`src/rtl/top_pc_pkg.sv`:
```
// Shared constants for the fetch front end:
// widths, field positions and the boot program.
package top_pc_pkg;

    localparam int PC_W      = 8;
    localparam int INSN_W    = 32;
    localparam int ROM_DEPTH = 64;
    localparam int ROM_AW    = $clog2(ROM_DEPTH);

    localparam int RD_LSB  = 7;
    localparam int RD_MSB  = 11;
    localparam int RS1_LSB = 15;
    localparam int RS1_MSB = 19;
    localparam int RS2_LSB = 20;
    localparam int RS2_MSB = 24;
    localparam int IMM_LSB = 20;
    localparam int IMM_MSB = 31;

    localparam logic [INSN_W-1:0] INSN_NOP = 32'h0000_0013;

    typedef logic [INSN_W-1:0] rom_t [ROM_DEPTH];

    localparam rom_t ROM_INIT = '{
        0:       32'h0050_0093,
        1:       32'h00A0_0113,
        2:       32'h0020_81B3,
        3:       32'hFFF0_0213,
        default: INSN_NOP
    };

endpackage

```
`src/rtl/top_pc_if.sv`:
```
// Fetch bundle: PC, raw instruction and
// decoded register/immediate fields.
interface top_pc_if;
    import top_pc_pkg::*;

    logic [PC_W-1:0]            next;
    logic [PC_W-1:0]            current;
    logic [RD_MSB-RD_LSB:0]     RD;
    logic [RS1_MSB-RS1_LSB:0]   RS1;
    logic [RS2_MSB-RS2_LSB:0]   RS2;
    logic [IMM_MSB-IMM_LSB:0]   IMM;
    logic [INSN_W-1:0]          out;

    modport master (
        output next, current, RD, RS1, RS2, IMM, out
    );

    modport slave (
        input next, current, RD, RS1, RS2, IMM, out
    );

endinterface

```
`src/rtl/top_pc_imem.sv`:
```
// Read-only instruction ROM with a combinational
// word-addressed read port.
module pc_imem
    import top_pc_pkg::*;
#(
    parameter int DEPTH = ROM_DEPTH
) (
    input  logic [$clog2(DEPTH)-1:0] i_addr,
    output logic [INSN_W-1:0]        o_data
);

    // Asynchronous lookup of the boot program word.
    always_comb begin
        o_data = ROM_INIT[i_addr];
    end

endmodule

```
`src/rtl/top_pc.sv`:
```
// Sequential PC with ROM fetch and raw field
// extraction; no branches or stalls.
module top_pc
    import top_pc_pkg::*;
#(
    parameter int DEPTH = ROM_DEPTH
) (
    input  logic      clk,
    input  logic      reset,
    top_pc_if.master  bus
);

    localparam int AW = $clog2(DEPTH);

    logic [PC_W-1:0]   r_current;
    logic [PC_W-1:0]   w_next;
    logic [INSN_W-1:0] w_insn;

    // Next fetch address; wraps naturally at 8 bits.
    always_comb begin
        w_next = r_current + PC_W'(4);
    end

    // PC register; reset wins over the increment.
    always_ff @(posedge clk) begin
        if (reset) begin
            r_current <= '0;
        end else begin
            r_current <= w_next;
        end
    end

    pc_imem #(
        .DEPTH (DEPTH)
    ) u_imem (
        .i_addr (r_current[AW+1:2]),
        .o_data (w_insn)
    );

    // Drive the bundle; fields are plain slices.
    always_comb begin
        bus.next    = w_next;
        bus.current = r_current;
        bus.out     = w_insn;
        bus.RD      = w_insn[RD_MSB:RD_LSB];
        bus.RS1     = w_insn[RS1_MSB:RS1_LSB];
        bus.RS2     = w_insn[RS2_MSB:RS2_LSB];
        bus.IMM     = w_insn[IMM_MSB:IMM_LSB];
    end

endmodule

```
`src/flat_wrapper.sv`:
```
// flat-port wrapper written by rule: the top's interface ports become plain ports
module top_pc_flat import top_pc_pkg::*;
#(
    parameter int DEPTH = ROM_DEPTH
)
  (clk, reset, bus_next, bus_current, bus_RD, bus_RS1, bus_RS2, bus_IMM, bus_out);
  top_pc_if bus_i ();
  input  logic clk;
  input  logic reset;
  output wire logic [$bits(bus_i.next)-1:0] bus_next;
  output wire logic [$bits(bus_i.current)-1:0] bus_current;
  output wire logic [$bits(bus_i.RD)-1:0] bus_RD;
  output wire logic [$bits(bus_i.RS1)-1:0] bus_RS1;
  output wire logic [$bits(bus_i.RS2)-1:0] bus_RS2;
  output wire logic [$bits(bus_i.IMM)-1:0] bus_IMM;
  output wire logic [$bits(bus_i.out)-1:0] bus_out;
  assign bus_next = bus_i.next;
  assign bus_current = bus_i.current;
  assign bus_RD = bus_i.RD;
  assign bus_RS1 = bus_i.RS1;
  assign bus_RS2 = bus_i.RS2;
  assign bus_IMM = bus_i.IMM;
  assign bus_out = bus_i.out;
  top_pc #(.DEPTH(DEPTH)) u_core (.clk(clk), .reset(reset), .bus(bus_i));
endmodule
```
`config.mk`:
```
export PLATFORM = sky130hd
export DESIGN_NAME = top_pc_flat
export DESIGN_NICKNAME = d
export VERILOG_FILES = /design/src/rtl/top_pc_pkg.sv /design/src/rtl/top_pc_if.sv /design/src/rtl/top_pc_imem.sv /design/src/rtl/top_pc.sv /design/src/flat_wrapper.sv
export SDC_FILE = /design/constraint.sdc
export NUM_CORES = 1
export LEC_CHECK = 0
export ABC_AREA = 0
export BUFFER_PORTS_ARGS = -buffer_cell sky130_fd_sc_hd__buf_4
export CAP_MARGIN = 20
export CORE_UTILIZATION = 35
export CTS_CLUSTER_SIZE = 28
export DETAILED_ROUTE_END_ITERATION = 12
export GPL_ROUTABILITY_DRIVEN = 0
export PLACE_DENSITY_LB_ADDON = 0.08
export SLEW_MARGIN = 20
export SYNTH_ARGS = -nofsm -noshare
export SYNTH_HDL_FRONTEND = slang
export SYNTH_SLANG_ARGS = --single-unit
```
`constraint.sdc`:
```
create_clock -name clk -period 3.6 [get_ports clk]
set_input_delay 0.72 -clock clk [delete_from_list [all_inputs] [get_ports clk]]
set_output_delay 0.72 -clock clk [all_outputs]
set_load 0.01 [all_outputs]
```
==> run_results.csv, run 1 <==
group,metric,value,unit
global_routing,grt_pass1_wl,1500,um
power,switching_share,35.9,%
power,seq_power_share,27.1,%
synthesis,synth_seq_cells,6,
worst_setup_path,critical_path.top_delay_family,"simple AND/OR/NAND/NOR gates",
global_routing,first_global_vias,335,
final_layout,antenna_cells,0,
floorplanning,initial_core_util,37.8,%
synthesis,syn_area,749,um^2
clock_network,cts-resized-gates,0,
place,port_buffers,51,
power,p_comb_share,51.3,%
power,vdd_drop_max,200,uV
final_layout,nets,125,
worst_setup_path,crit_buf_inv,1,
worst_setup_path,cpPeakStageDelay,580,ps
clock_network,clkLatencyLatePin,240,ps
routing,first_iter_violations,3,
synthesis,yosysSeqAreaShare,16.0,%
clock_network,h-tree-depth,1,
min_path,hp-class,"reg2reg",
final_layout,final_area,868,um^2
floorplanning,dieWidth,48.3,um
clock_network,clockBufferDepth,2,
timing,drv_slew,0,
final_layout,final_cell_mix,"52 x buf_4, 25 x conb_1, 6 x nor2_1, 6 x dfxtp_1",
timing,timing.fmax,418,MHz
timing,timing.final.crit_share,66.5,%
clock_network,cts_setup_buffers,0,
final_layout,n_fill_cell,197,
final_layout,largest_reg_flops,6,
power,leakage,0.509,nW
timing,tns,0,ps
synthesis,avgSynthCellArea,7.89,um^2
timing,setup_violations,0,
floorplanning,fp.coreArea,1980,um^2
worst_setup_path,setup.worst_path.start_class,"register",
worst_setup_path,path_class,"reg2out",
global_routing,antenna_found_initial,0,
worst_setup_path,cp-end-kind,"output pin",
global_routing,grt_max_degree,20,
final_layout,drive_gt1_share,49.6,%
routing,drt-total-wl,1140,um
timing,min_period,2400,ps
final_layout,utilization,43.8,%
routing,ant_nets,0,
power,pwr_density_cell,315,nW/um^2
power,total_power,0.273,mW
outcome,outcome,"finished, final reports clean",
clock_network,cts_tree,"yes",
timing,rsz0062_at_grt,"no",
clock_network,cts_made_buffers,3,
floorplanning,die-area,2330,um^2
place,place_hpwl,976,um
floorplanning,rows,16,
worst_setup_path,crit_slowest_cell,"or4_4",
power,intPower,0.175,mW
clock_network,root_buffer,"clkbuf_4",
timing,finClkSkew,1.94,ps
global_routing,grt.total_usage,9.42,%
clock_network,clkTransAtPathRegs,40,ps
worst_setup_path,required,2880,ps
routing,dr.pass1.iters,2,
floorplanning,io_pins,77,
synthesis,yosys_warnings,0,
final_layout,syn2layout_area_growth,15.9,%
synthesis,syn_inst,95,
timing,finalHoldViolCount,0,
final_layout,final_common_cell,"buf_4",
flow_run,drv_cap,0,
routing,vias,511,
synthesis,synthDistinctLibCells,18,
power,p_switching,0.0983,mW
worst_setup_path,worst-path-max-fanout,7,
clock_network,ctsHoldBuffers,0,
global_routing,grt-ovfl-total,0,
clock_network,clock_sinks,6,
worst_setup_path,arrival,1680,ps
routing,wl_per_cell,7.93,um
place,placed_cell_area,846,um^2
routing,vias_per_cell,3.55,
floorplanning,die_h,48.3,um
power,clock_power_share,21.5,%
routing,drc_errors,0,
worst_setup_path,path_cells,"or4_4, nor2_1, buf_4",
==> area by class of cell <==
class,instances,area [um^2],share of cell area [%]
inverters,4,15.0,1.73
clock buffers,3,22.5,2.59
flip-flops and latches,6,120,13.8
repair buffers,52,390,45.0
multi-input cells,52,287,33.0
well taps,27,33.8,3.89
==> cells in the mapped netlist (all sizes together) <==
cell type	n	area, um^2
a21oi	1	5.00
nand2	2	7.51
buf	56	420
conb	2	7.51
inv	4	15.0
o21ai	1	5.00
nor2b	3	18.8
nor2	6	22.5
nor4	1	6.26
or3	1	6.26
or4	1	11.3
nor4b	1	8.76
xnor2	2	17.5
dfxtp	6	120
and2	2	12.5
nand3	2	15.0
ha	4	50.1
==> power groups by stage <==
stage / registers, mW / clock network [mW] / logic [mW]
CTS: 0.0742 / 0.0627 / 0.142
floorplan: 0.0759 / 0 / 0.126
detailed placement: 0.0754 / 0 / 0.141
global placement: 0.0755 / 0 / 0.141
global route: 0.0751 / 0.0677 / 0.154
finish: 0.0742 / 0.0589 / 0.140
==> per-stage QoR <==
| stage | std cells | hold slack, ps | setup WS [ps] |
|---|---|---|---|
| final | 144 | 510 | 1200 |
| after global routing | 144 | 574 | 1070 |
| after CTS | 144 | 519 | 1180 |
| after detailed placement | 141 | 505 | 1460 |
| after global placement | 141 | 499 | 1490 |
| after floorplan | 118 | 501 | 9.10 |
==> metal layers <==
metal | share of wire [%] | wire [um] | global-route usage (%)
met5 | 0 | 0 | 0
met4 | 0 | 0 | 5.00
met3 | 8.1 | 92 | 3.33
met2 | 54 | 611 | 14.9
met1 | 38 | 439 | 11.1
==> path summary, 6_finish.rpt <==
kind	end	from	slack, ps	depth (start not counted)
min	u_core.bus.current[2]	u_core.bus.current[2]	510	1
max	bus_out[20]	u_core.bus.current[5]	1200	3
min reg2reg	u_core.bus.current[2]	u_core.bus.current[2]	510	1
max reg2reg	u_core.bus.current[3]	u_core.bus.current[2]	2440	3
==> cells by family (layout without fill, tap and decap cells) <==
logic type / count (synthesis) / count (layout) / share of synthesized area (%)
other: 2 / 25 / 1.00
AO/OA/AOI/OAI: 2 / 2 / 1.33
AND/OR/NAND/NOR: 19 / 19 / 14.5
adder cells (fa/ha/maj): 4 / 4 / 6.68
flip-flops: 6 / 6 / 16.0
buffers and inverters: 60 / 59 / 58.1
XOR/XNOR: 2 / 2 / 2.34
Note: power is estimated with default switching activity, not from simulation.
==> run 2: changes to the inputs <==
==> constraint.sdc (replaced) <==
create_clock -name clk -period 2.4 [get_ports clk]
set_input_delay 0.48 -clock clk [delete_from_list [all_inputs] [get_ports clk]]
set_output_delay 0.48 -clock clk [all_outputs]
set_load 0.01 [all_outputs]
==> run 2 against run 1 <==
Effect of this change: first-iteration DRC count decreased by 67%; design area up 1.0%; hold slack worse by 74 ps; highest routed layer unchanged.
==> run_results.csv, run 2 (synthesis results as in run 1) <==
group,metric,value,unit
outcome,outcome,"finished, final reports clean",
place,port_buffers,51,
timing,finClkSkew,0.874,ps
global_routing,grt.total_usage,10.3,%
floorplanning,rows,16,
timing,tns,0,ps
routing,ant_nets,0,
worst_setup_path,crit_buf_inv,1,
routing,wl_met3,100,um
worst_setup_path,arrival,1700,ps
timing,drv_slew,0,
clock_network,cts_setup_buffers,0,
worst_setup_path,required,1920,ps
min_path,hp-class,"in2reg",
final_layout,antenna_cells,0,
worst_setup_path,crit_slowest_cell,"or4_4",
timing,rsz0062_at_grt,"no",
worst_setup_path,worst-path-max-fanout,7,
timing,worst_slack,224,ps
place,preCtsSetupSlack,485,ps
timing,min_period,2180,ps
routing,drt-total-wl,1250,um
clock_network,root_buffer,"clkbuf_4",
power,leakage,0.510,nW
final_layout,final_cell_mix,"52 x buf_4, 25 x conb_1, 6 x nor2_1, 6 x dfxtp_1",
worst_setup_path,setup.worst_path.start_class,"register",
power,total_power,0.414,mW
floorplanning,fp.coreArea,1980,um^2
worst_setup_path,cpPeakStageDelay,590,ps
clock_network,h-tree-depth,1,
clock_network,clkTransAtPathRegs,40,ps
worst_setup_path,path_cells,"or4_4, nor2_1, buf_4",
global_routing,grt_max_degree,20,
worst_setup_path,path_class,"reg2out",
floorplanning,dieWidth,48.3,um
worst_setup_path,critical_path.top_delay_family,"simple AND/OR/NAND/NOR gates",
final_layout,nets,125,
power,vdd_drop_max,301,uV
timing,setup_violations,0,
global_routing,first_global_vias,363,
final_layout,drive_gt1_share,49.6,%
clock_network,cts_tree,"yes",
worst_setup_path,cp-end-kind,"output pin",
final_layout,final_common_cell,"buf_4",
clock_network,cts-resized-gates,0,
final_layout,utilization,44.3,%
routing,dr.pass1.iters,2,
clock_network,clock_sinks,6,
timing,whs,435,ps
clock_network,ctsHoldBuffers,0,
timing,finalHoldViolCount,0,
clock_network,clockBufferDepth,2,
routing,first_iter_violations,1,
clock_network,clkLatencyLatePin,240,ps
clock_network,cts_made_buffers,3,
routing,vias,511,
global_routing,grt_pass1_wl,1610,um
global_routing,antenna_found_initial,0,
routing,vias_per_cell,3.55,
floorplanning,die-area,2330,um^2
timing,timing.final.crit_share,90.7,%
routing,dr_wl_met2,689,um
routing,top_layer,"met3",
routing,wl_per_cell,8.66,um
place,place_hpwl,1030,um
timing,timing.fmax,460,MHz
final_layout,largest_reg_flops,6,
power,pwr_density_cell,472,nW/um^2
floorplanning,die_h,48.3,um
flow_run,drv_cap,0,
global_routing,grt-ovfl-total,0,
final_layout,syn2layout_area_growth,17.0,%
routing,drc_errors,0,
floorplanning,initial_core_util,37.8,%
routing,wl_met1,457,um
floorplanning,io_pins,77,
## run 2: cell counts in the layout (fill, tap and decap cells not counted)
No cell type changed its count.
## run 2: layout make-up
class / instances / area, um^2
fill: 214 / 1100
timing repair buffer: 52 / 390
multi-input combinational: 52 / 295
sequential: 6 / 120
tap: 27 / 33.8
clock buffer: 3 / 22.5
inverter: 4 / 15.0
## run 2: worst reg2reg max path: stages, from the launching register on
cell and delay, ps:
dfxtp_1 440, ha_1 220, nand3_1 100, xnor2_1 220
nor2b_1 150
## run 2: final timing paths
kind	slack, ps	depth (start not counted)	end	startpoint
worst max-delay path	220	3	bus_out[20]	u_core.bus.current[5]
worst min-delay path	440	2	u_core.bus.current[2]	reset
worst max register to register	1200	4	u_core.bus.current[6]	u_core.bus.current[2]
worst min register to register	520	1	u_core.bus.current[2]	u_core.bus.current[2]
## run 2: metrics by stage
step	std cells	area (um^2)
floorplan	118	851
global placement	141	855
detailed placement	141	855
CTS	144	877
global route	144	877
finish	144	877
## run 2: metal layers
| metal | global-route usage [%] | vias up |
|---|---|---|
| met4 | 6.67 | 0 |
| li1 | - | 256 |
| met3 | 2.59 | 0 |
| met1 | 11.1 | 225 |
| met5 | 0 | - |
| met2 | 17.6 | 30 |
## run 2: where the power goes
group	switching [mW]	internal, mW
Combinational	0.108	0.103
Sequential	0.00695	0.104
Clock	0.0350	0.0565
Total	0.150	0.264
